### config.mk
export PLATFORM = sky130hd
export DESIGN_NAME = id_ex_stage
export DESIGN_NICKNAME = d
export VERILOG_FILES = /design/src/rtl/id_ex_stage.sv
export SDC_FILE = /design/constraint.sdc
export NUM_CORES = 1
export LEC_CHECK = 0
export CAP_MARGIN = 20
export CORE_AREA = 2 2 194 196
export DETAILED_ROUTE_END_ITERATION = 10
export DIE_AREA = 0 0 196 198
export PLACE_DENSITY = 0.6
export REMOVE_ABC_BUFFERS = 1
export SLEW_MARGIN = 20
export SYNTH_ARGS = -nofsm -noshare
export SYNTH_HDL_FRONTEND = slang
export SYNTH_SLANG_ARGS = --single-unit
export TNS_END_PERCENT = 10
### constraint.sdc
create_clock -name clk -period 12.3 [get_ports clk]
set_clock_uncertainty 0.15 [all_clocks]
set_input_delay 3.075 -clock clk [delete_from_list [all_inputs] [get_ports clk]]
set_output_delay 3.075 -clock clk [all_outputs]
set_load 0.005 [all_outputs]
### src/rtl/id_ex_stage.sv
// RV32I decode plus ID/EX pipeline register feeding the ALU.
// Optional operand forwarding from MEM/WB is enabled with `define ID_EX_FWD_EN.
module id_ex_stage #(
   parameter int              XLEN     = 32,
   parameter logic [XLEN-1:0] RESET_PC = '0
) (
   input  logic            clk,
   input  logic            rst,
   input  logic            id_valid,
   input  logic [31:0]     id_inst,
   input  logic [XLEN-1:0] id_pc,
   input  logic [XLEN-1:0] id_rs1_data,
   input  logic [XLEN-1:0] id_rs2_data,
   input  logic            stall,
   input  logic            flush,
`ifdef ID_EX_FWD_EN
   input  logic            fwd_mem_en,
   input  logic [4:0]      fwd_mem_rd,
   input  logic [XLEN-1:0] fwd_mem_data,
   input  logic            fwd_wb_en,
   input  logic [4:0]      fwd_wb_rd,
   input  logic [XLEN-1:0] fwd_wb_data,
`endif
   output logic            ex_valid,
   output logic [3:0]      ex_alu_ctrl,
   output logic [XLEN-1:0] ex_in1,
   output logic [XLEN-1:0] ex_in2,
   output logic [XLEN-1:0] ex_store_data,
   output logic [XLEN-1:0] ex_target,
   output logic [XLEN-1:0] ex_pc,
   output logic [4:0]      ex_rd,
   output logic [2:0]      ex_funct3,
   output logic            ex_reg_write,
   output logic            ex_mem_read,
   output logic            ex_mem_write,
   output logic            ex_is_branch,
   output logic            ex_is_jump,
   output logic            ex_illegal
);

   localparam logic [6:0] OP_R    = 7'b0110011;
   localparam logic [6:0] OP_I    = 7'b0010011;
   localparam logic [6:0] OP_LD   = 7'b0000011;
   localparam logic [6:0] OP_ST   = 7'b0100011;
   localparam logic [6:0] OP_BR   = 7'b1100011;
   localparam logic [6:0] OP_LUI  = 7'b0110111;
   localparam logic [6:0] OP_AUI  = 7'b0010111;
   localparam logic [6:0] OP_JAL  = 7'b1101111;
   localparam logic [6:0] OP_JALR = 7'b1100111;

   localparam logic [3:0] ALU_ADD = 4'd0, ALU_SUB = 4'd1, ALU_SLL = 4'd2, ALU_SLT = 4'd3,
                          ALU_SLTU = 4'd4, ALU_XOR = 4'd5, ALU_SRL = 4'd6, ALU_SRA = 4'd7,
                          ALU_OR = 4'd8, ALU_AND = 4'd9;

   typedef struct packed {
      logic            valid;
      logic [3:0]      alu_ctrl;
      logic [XLEN-1:0] in1;
      logic [XLEN-1:0] in2;
      logic [XLEN-1:0] store_data;
      logic [XLEN-1:0] target;
      logic [XLEN-1:0] pc;
      logic [4:0]      rd;
      logic [2:0]      funct3;
      logic            reg_write;
      logic            mem_read;
      logic            mem_write;
      logic            is_branch;
      logic            is_jump;
      logic            illegal;
   } ex_t;

   function automatic logic [3:0] alu_base(input logic [2:0] f);
      case (f)
         3'b000:  return ALU_ADD;
         3'b001:  return ALU_SLL;
         3'b010:  return ALU_SLT;
         3'b011:  return ALU_SLTU;
         3'b100:  return ALU_XOR;
         3'b101:  return ALU_SRL;
         3'b110:  return ALU_OR;
         default: return ALU_AND;
      endcase
   endfunction

   logic [6:0]      opcode, f7;
   logic [2:0]      f3;
   logic [31:0]     imm_i, imm_s, imm_b, imm_u, imm_j;
   logic [XLEN-1:0] rs1, rs2;
   ex_t             d, ex_q;

   assign opcode = id_inst[6:0];
   assign f3     = id_inst[14:12];
   assign f7     = id_inst[31:25];
   assign imm_i  = {{20{id_inst[31]}}, id_inst[31:20]};
   assign imm_s  = {{20{id_inst[31]}}, id_inst[31:25], id_inst[11:7]};
   assign imm_b  = {{19{id_inst[31]}}, id_inst[31], id_inst[7], id_inst[30:25], id_inst[11:8], 1'b0};
   assign imm_u  = {id_inst[31:12], 12'b0};
   assign imm_j  = {{11{id_inst[31]}}, id_inst[31], id_inst[19:12], id_inst[20], id_inst[30:21], 1'b0};

   // MEM is the younger producer, so it wins over WB.
   always_comb begin
      rs1 = id_rs1_data;
      rs2 = id_rs2_data;
`ifdef ID_EX_FWD_EN
      if (fwd_mem_en && fwd_mem_rd != 5'd0 && fwd_mem_rd == id_inst[19:15])
         rs1 = fwd_mem_data;
      else if (fwd_wb_en && fwd_wb_rd != 5'd0 && fwd_wb_rd == id_inst[19:15])
         rs1 = fwd_wb_data;
      if (fwd_mem_en && fwd_mem_rd != 5'd0 && fwd_mem_rd == id_inst[24:20])
         rs2 = fwd_mem_data;
      else if (fwd_wb_en && fwd_wb_rd != 5'd0 && fwd_wb_rd == id_inst[24:20])
         rs2 = fwd_wb_data;
`endif
   end

   always_comb begin
      d            = '0;
      d.valid      = 1'b1;
      d.pc         = id_pc;
      d.rd         = id_inst[11:7];
      d.funct3     = f3;
      d.store_data = rs2;
      d.alu_ctrl   = ALU_ADD;
      case (opcode)
         OP_R: begin
            d.in1       = rs1;
            d.in2       = rs2;
            d.reg_write = 1'b1;
            if (f7 == 7'h00)
               d.alu_ctrl = alu_base(f3);
            else if (f7 == 7'h20 && f3 == 3'b000)
               d.alu_ctrl = ALU_SUB;
            else if (f7 == 7'h20 && f3 == 3'b101)
               d.alu_ctrl = ALU_SRA;
            else
               d.illegal = 1'b1;
         end
         OP_I: begin
            d.in1       = rs1;
            d.reg_write = 1'b1;
            d.in2       = (f3[1:0] == 2'b01) ? {27'b0, imm_i[4:0]} : imm_i;
            d.alu_ctrl  = (f3 == 3'b101 && f7[5]) ? ALU_SRA : alu_base(f3);
         end
         OP_LD: begin
            d.in1       = rs1;
            d.in2       = imm_i;
            d.mem_read  = 1'b1;
            d.reg_write = 1'b1;
            d.illegal   = (f3 == 3'b011) || (f3[2:1] == 2'b11);
         end
         OP_ST: begin
            d.in1       = rs1;
            d.in2       = imm_s;
            d.mem_write = 1'b1;
            d.illegal   = (f3 > 3'b010);
         end
         OP_BR: begin
            d.in1       = rs1;
            d.in2       = rs2;
            d.target    = id_pc + imm_b;
            d.is_branch = 1'b1;
            // 000/001 -> 10/11, 1xx -> 12..15
            d.alu_ctrl  = f3[2] ? {2'b11, f3[1:0]} : {3'b101, f3[0]};
            d.illegal   = (f3[2:1] == 2'b01);
         end
         OP_LUI: begin
            d.in2       = imm_u;
            d.reg_write = 1'b1;
         end
         OP_AUI: begin
            d.in1       = id_pc;
            d.in2       = imm_u;
            d.reg_write = 1'b1;
         end
         OP_JAL: begin
            d.in1       = id_pc;
            d.in2       = 32'd4;
            d.target    = id_pc + imm_j;
            d.is_jump   = 1'b1;
            d.reg_write = 1'b1;
         end
         OP_JALR: begin
            d.in1       = id_pc;
            d.in2       = 32'd4;
            d.target    = (rs1 + imm_i) & ~32'd1;
            d.is_jump   = 1'b1;
            d.reg_write = 1'b1;
         end
         default: d.illegal = 1'b1;
      endcase
      if (d.illegal) begin
         d.alu_ctrl  = ALU_ADD;
         d.reg_write = 1'b0;
         d.mem_read  = 1'b0;
         d.mem_write = 1'b0;
         d.is_branch = 1'b0;
         d.is_jump   = 1'b0;
      end
      if (d.rd == 5'd0)
         d.reg_write = 1'b0;
   end

   // A missing instruction is treated exactly like a flush, but only when not stalled.
   always_ff @(posedge clk) begin
      if (rst) begin
         ex_q    <= '0;
         ex_q.pc <= RESET_PC;
      end else if (flush || (!stall && !id_valid)) begin
         ex_q <= '0;
      end else if (!stall) begin
         ex_q <= d;
      end
   end

   assign ex_valid      = ex_q.valid;
   assign ex_alu_ctrl   = ex_q.alu_ctrl;
   assign ex_in1        = ex_q.in1;
   assign ex_in2        = ex_q.in2;
   assign ex_store_data = ex_q.store_data;
   assign ex_target     = ex_q.target;
   assign ex_pc         = ex_q.pc;
   assign ex_rd         = ex_q.rd;
   assign ex_funct3     = ex_q.funct3;
   assign ex_reg_write  = ex_q.reg_write;
   assign ex_mem_read   = ex_q.mem_read;
   assign ex_mem_write  = ex_q.mem_write;
   assign ex_is_branch  = ex_q.is_branch;
   assign ex_is_jump    = ex_q.is_jump;
   assign ex_illegal    = ex_q.illegal;

endmodule

==> results.toml <==
[critical_path]
worst-path-buf-inv = 2
r2r_start = "ex_in1[3]"
critPathCaptureType = "register"
slowest_stage = "clkdlybuf4s50_1"
crit_required_ps = 12500
worstSetupStartpointType = "input pin"
path_class = "in -> reg"
crit_chain = "clkdlybuf4s50_1, nand2b_1, nor3_2, and2_1, nand2_1, nand2_1, ha_1, inv_1, fa_1, nor2b_1, o2111ai_1, a21oi_1, o2111ai_1, a21oi_1, o21ai_0, a32oi_1, xor2_1, a221oi_1, nor2_1"
cp_slowest_stage_delay_ps = 550
critPathMaxFanout = 14
critPathArrivalTime_ps = 7800
cp_top_family = "simple AND/OR/NAND/NOR gates"
startpoint = "id_inst[4]"

[sta]
rsz0062_at_grt = "false"
worstMarginPinSlew_ps = 1140
fmax_mhz = 131
drv_slew = 0
hold_viol = 0
min_period_ps = 7610
setup_violations = 0
post-route-period-util_pct = 61.9
slew_headroom_pct = 23.5
fin_tns_setup_ps = 0

[power_and_ir_drop]
vdd.ir_drop.worst_mv = 0.104
total_power_mw = 1.51
p_per_area_nw_per_um2 = 103
power.leakage_nw = 5.58

[logic_synthesis]
synth-seq-cells = 179
seq_area_frac_synth_pct = 34.0
synth_async_sr_flop_share_pct = 0
synth_cells = 1296
synth_ff_type = "dfxtp_1"
ys_types = 66
synth_area_um2 = 10600
syn_avg_cell_area_um2 = 8.14
synth_warnings = 0
synth_edf_count = 0

[routing]
drc = 0
wl_per_cell_um = 19.6
ant_nets = 0
drt_iter0_drc = 724
first_pass_iters = 6
drt_wl_total_um = 39800
dr_total_vias = 10753
via_per_inst = 5.29

[min_path]
hold_class = "reg -> reg"
worst_hold_startpoint = "ex_valid"

[die]
fp.dieH_um = 198
ioPinCount = 312
coreArea_um2 = 37000
dieArea_um2 = 38800
rows = 71
fp.dieW_um = 196
start_util_pct = 28.6

[layout]
fillers = 3764
final-seq-area_um2 = 3580
syn_to_final_growth_pct = 38.9
drive_above_1_share_pct = 4.23
final_cell_mix = "clkdlybuf4s50_1, nor2_1, dfxtp_1"
multi_input_area_um2 = 6590
final_common_cell = "clkdlybuf4s50_1"
antenna_cells = 0
layout.nets = 1745

[clock_tree]
ctsLongestPathBuffers = 2
cts_htree_levels = 4
holdBufCountCts = 0
ctsResizeCount = 0
clk_latency_ps = 450
cts_tree = "built"
cts_buffers = 17
cts.sinks = 179
clk_pin_slew_ps = 80
cts_setup_buffers = 0
cts-root-buf = "clkbuf_16"

[grt]
grt_max_degree = 156
grt_remaining_overflow = 0
grt_pass1_vias = 10324
grt_pass1_wl_um = 59800
antenna_found_initial = 1
track_usage_pct = 19.9

[placement]
io_buffers = 311
dpl.hpwl_um = 28400
gp_congestion = 0.893

[run_status]
status = "finished, final reports clean"

[run]
max-cap-violations = 0
[Yosys cell counts (6+ instances only)]
library cell    n  area [um^2]
a21o_1         43          323
a211oi_1        7         52.6
clkbuf_1       84          315
nor2b_1         6         37.5
inv_1          14         52.6
a221oi_1       36          315
a21oi_1       119          596
xnor2_1        33          289
o21bai_1        8         60.1
and2_1         10         62.6
o22ai_1         9         56.3
nand4_1         7         43.8
mux2i_1        72          721
ha_1           63          788
nand3_1        30          150
o21ai_0        57          285
and3_1          8         50.1
nand2b_1       12         75.1
a22o_1         24          210
a31oi_1        34          213
a22oi_1        21          158
o21a_1         11         82.6
dfxtp_1       179         3580
nor2_1        218          818
xor2_1         24          210
nand2_1        90          338
nor3_1         11         55.1
[final timing paths]
kind / slack [ps] / to / depth (start not counted)
setup reg to reg: 11250 / ex_in1[3] / 3
setup / recovery: 4690 / ex_target[27] / 19
hold reg to reg: 310 / ex_valid / 1
hold / removal: 310 / ex_valid / 1
[metal layers]
| metal | global-route usage [%] | part of all wire, % | wire length, um | vias to the layer above |
|---|---|---|---|---|
| met2 | 33.9 | 48 | 19000 | 363 |
| met3 | 4.94 | 6.9 | 2730 | 48 |
| met5 | 0 | 0.028 | 11 | - |
| met4 | 6.43 | 2.1 | 838 | 2 |
| met1 | 24.6 | 43 | 17200 | 5128 |
| li1 | - | - | - | 5212 |
[kinds of logic (layout without fill, tap and decap cells)]
| group | count (synthesis) | in the layout | synth area share, % |
|---|---|---|---|
| XOR/XNOR | 57 | 57 | 4.73 |
| flip-flops | 179 | 179 | 34.0 |
| adder cells (fa/ha/maj) | 65 | 65 | 7.85 |
| AND/OR/NAND/NOR | 407 | 407 | 16.5 |
| buffers and inverters | 106 | 370 | 3.81 |
| multiplexers | 72 | 72 | 6.83 |
| AO/OA/AOI/OAI | 410 | 410 | 26.3 |
[report_power, final]
part	internal, mW	leakage (nW)	switching [mW]
logic	0.152	3.84	0.181
clock network	0.293	0.292	0.288
registers	0.588	1.45	0.00464
total	1.03	5.58	0.474
[final cells by class]
cell class	count	share of cell area (%)
Clock buffer	17	2.90
Clock inverter	15	1.26
Inverter	14	0.359
Multi-Input combinational cell	1011	44.9
Sequential cell	179	24.5
Tap cell	474	4.05
Timing Repair Buffer	324	22.0
[stage by stage]
step / cells / setup WS (ps) / hold slack (ps) / util, % / area (um^2)
floorplan: 1204 / -213 / 301 / - / 10200
global placement: 2001 / 4440 / 288 / 38.0 / 14000
detailed placement: 2001 / 4310 / 290 / 38.0 / 14000
CTS: 2033 / 4780 / 319 / 39.6 / 14600
global route: 2034 / 4320 / 336 / 39.7 / 14700
finish: 2034 / 4690 / 312 / 39.7 / 14700
[sequential cells by signal, summed over array words and instances, names as in the netlist]
signal	cells
ex_target	32
ex_mem_write	1
ex_valid	1
ex_reg_write	1
ex_is_branch	1
ex_mem_read	1
ex_store_data	32
ex_rd	5
ex_pc	32
ex_is_jump	1
ex_in1	32
ex_alu_ctrl	4
ex_funct3	3
ex_illegal	1
ex_in2	32
(Power assumes the default switching activity.)
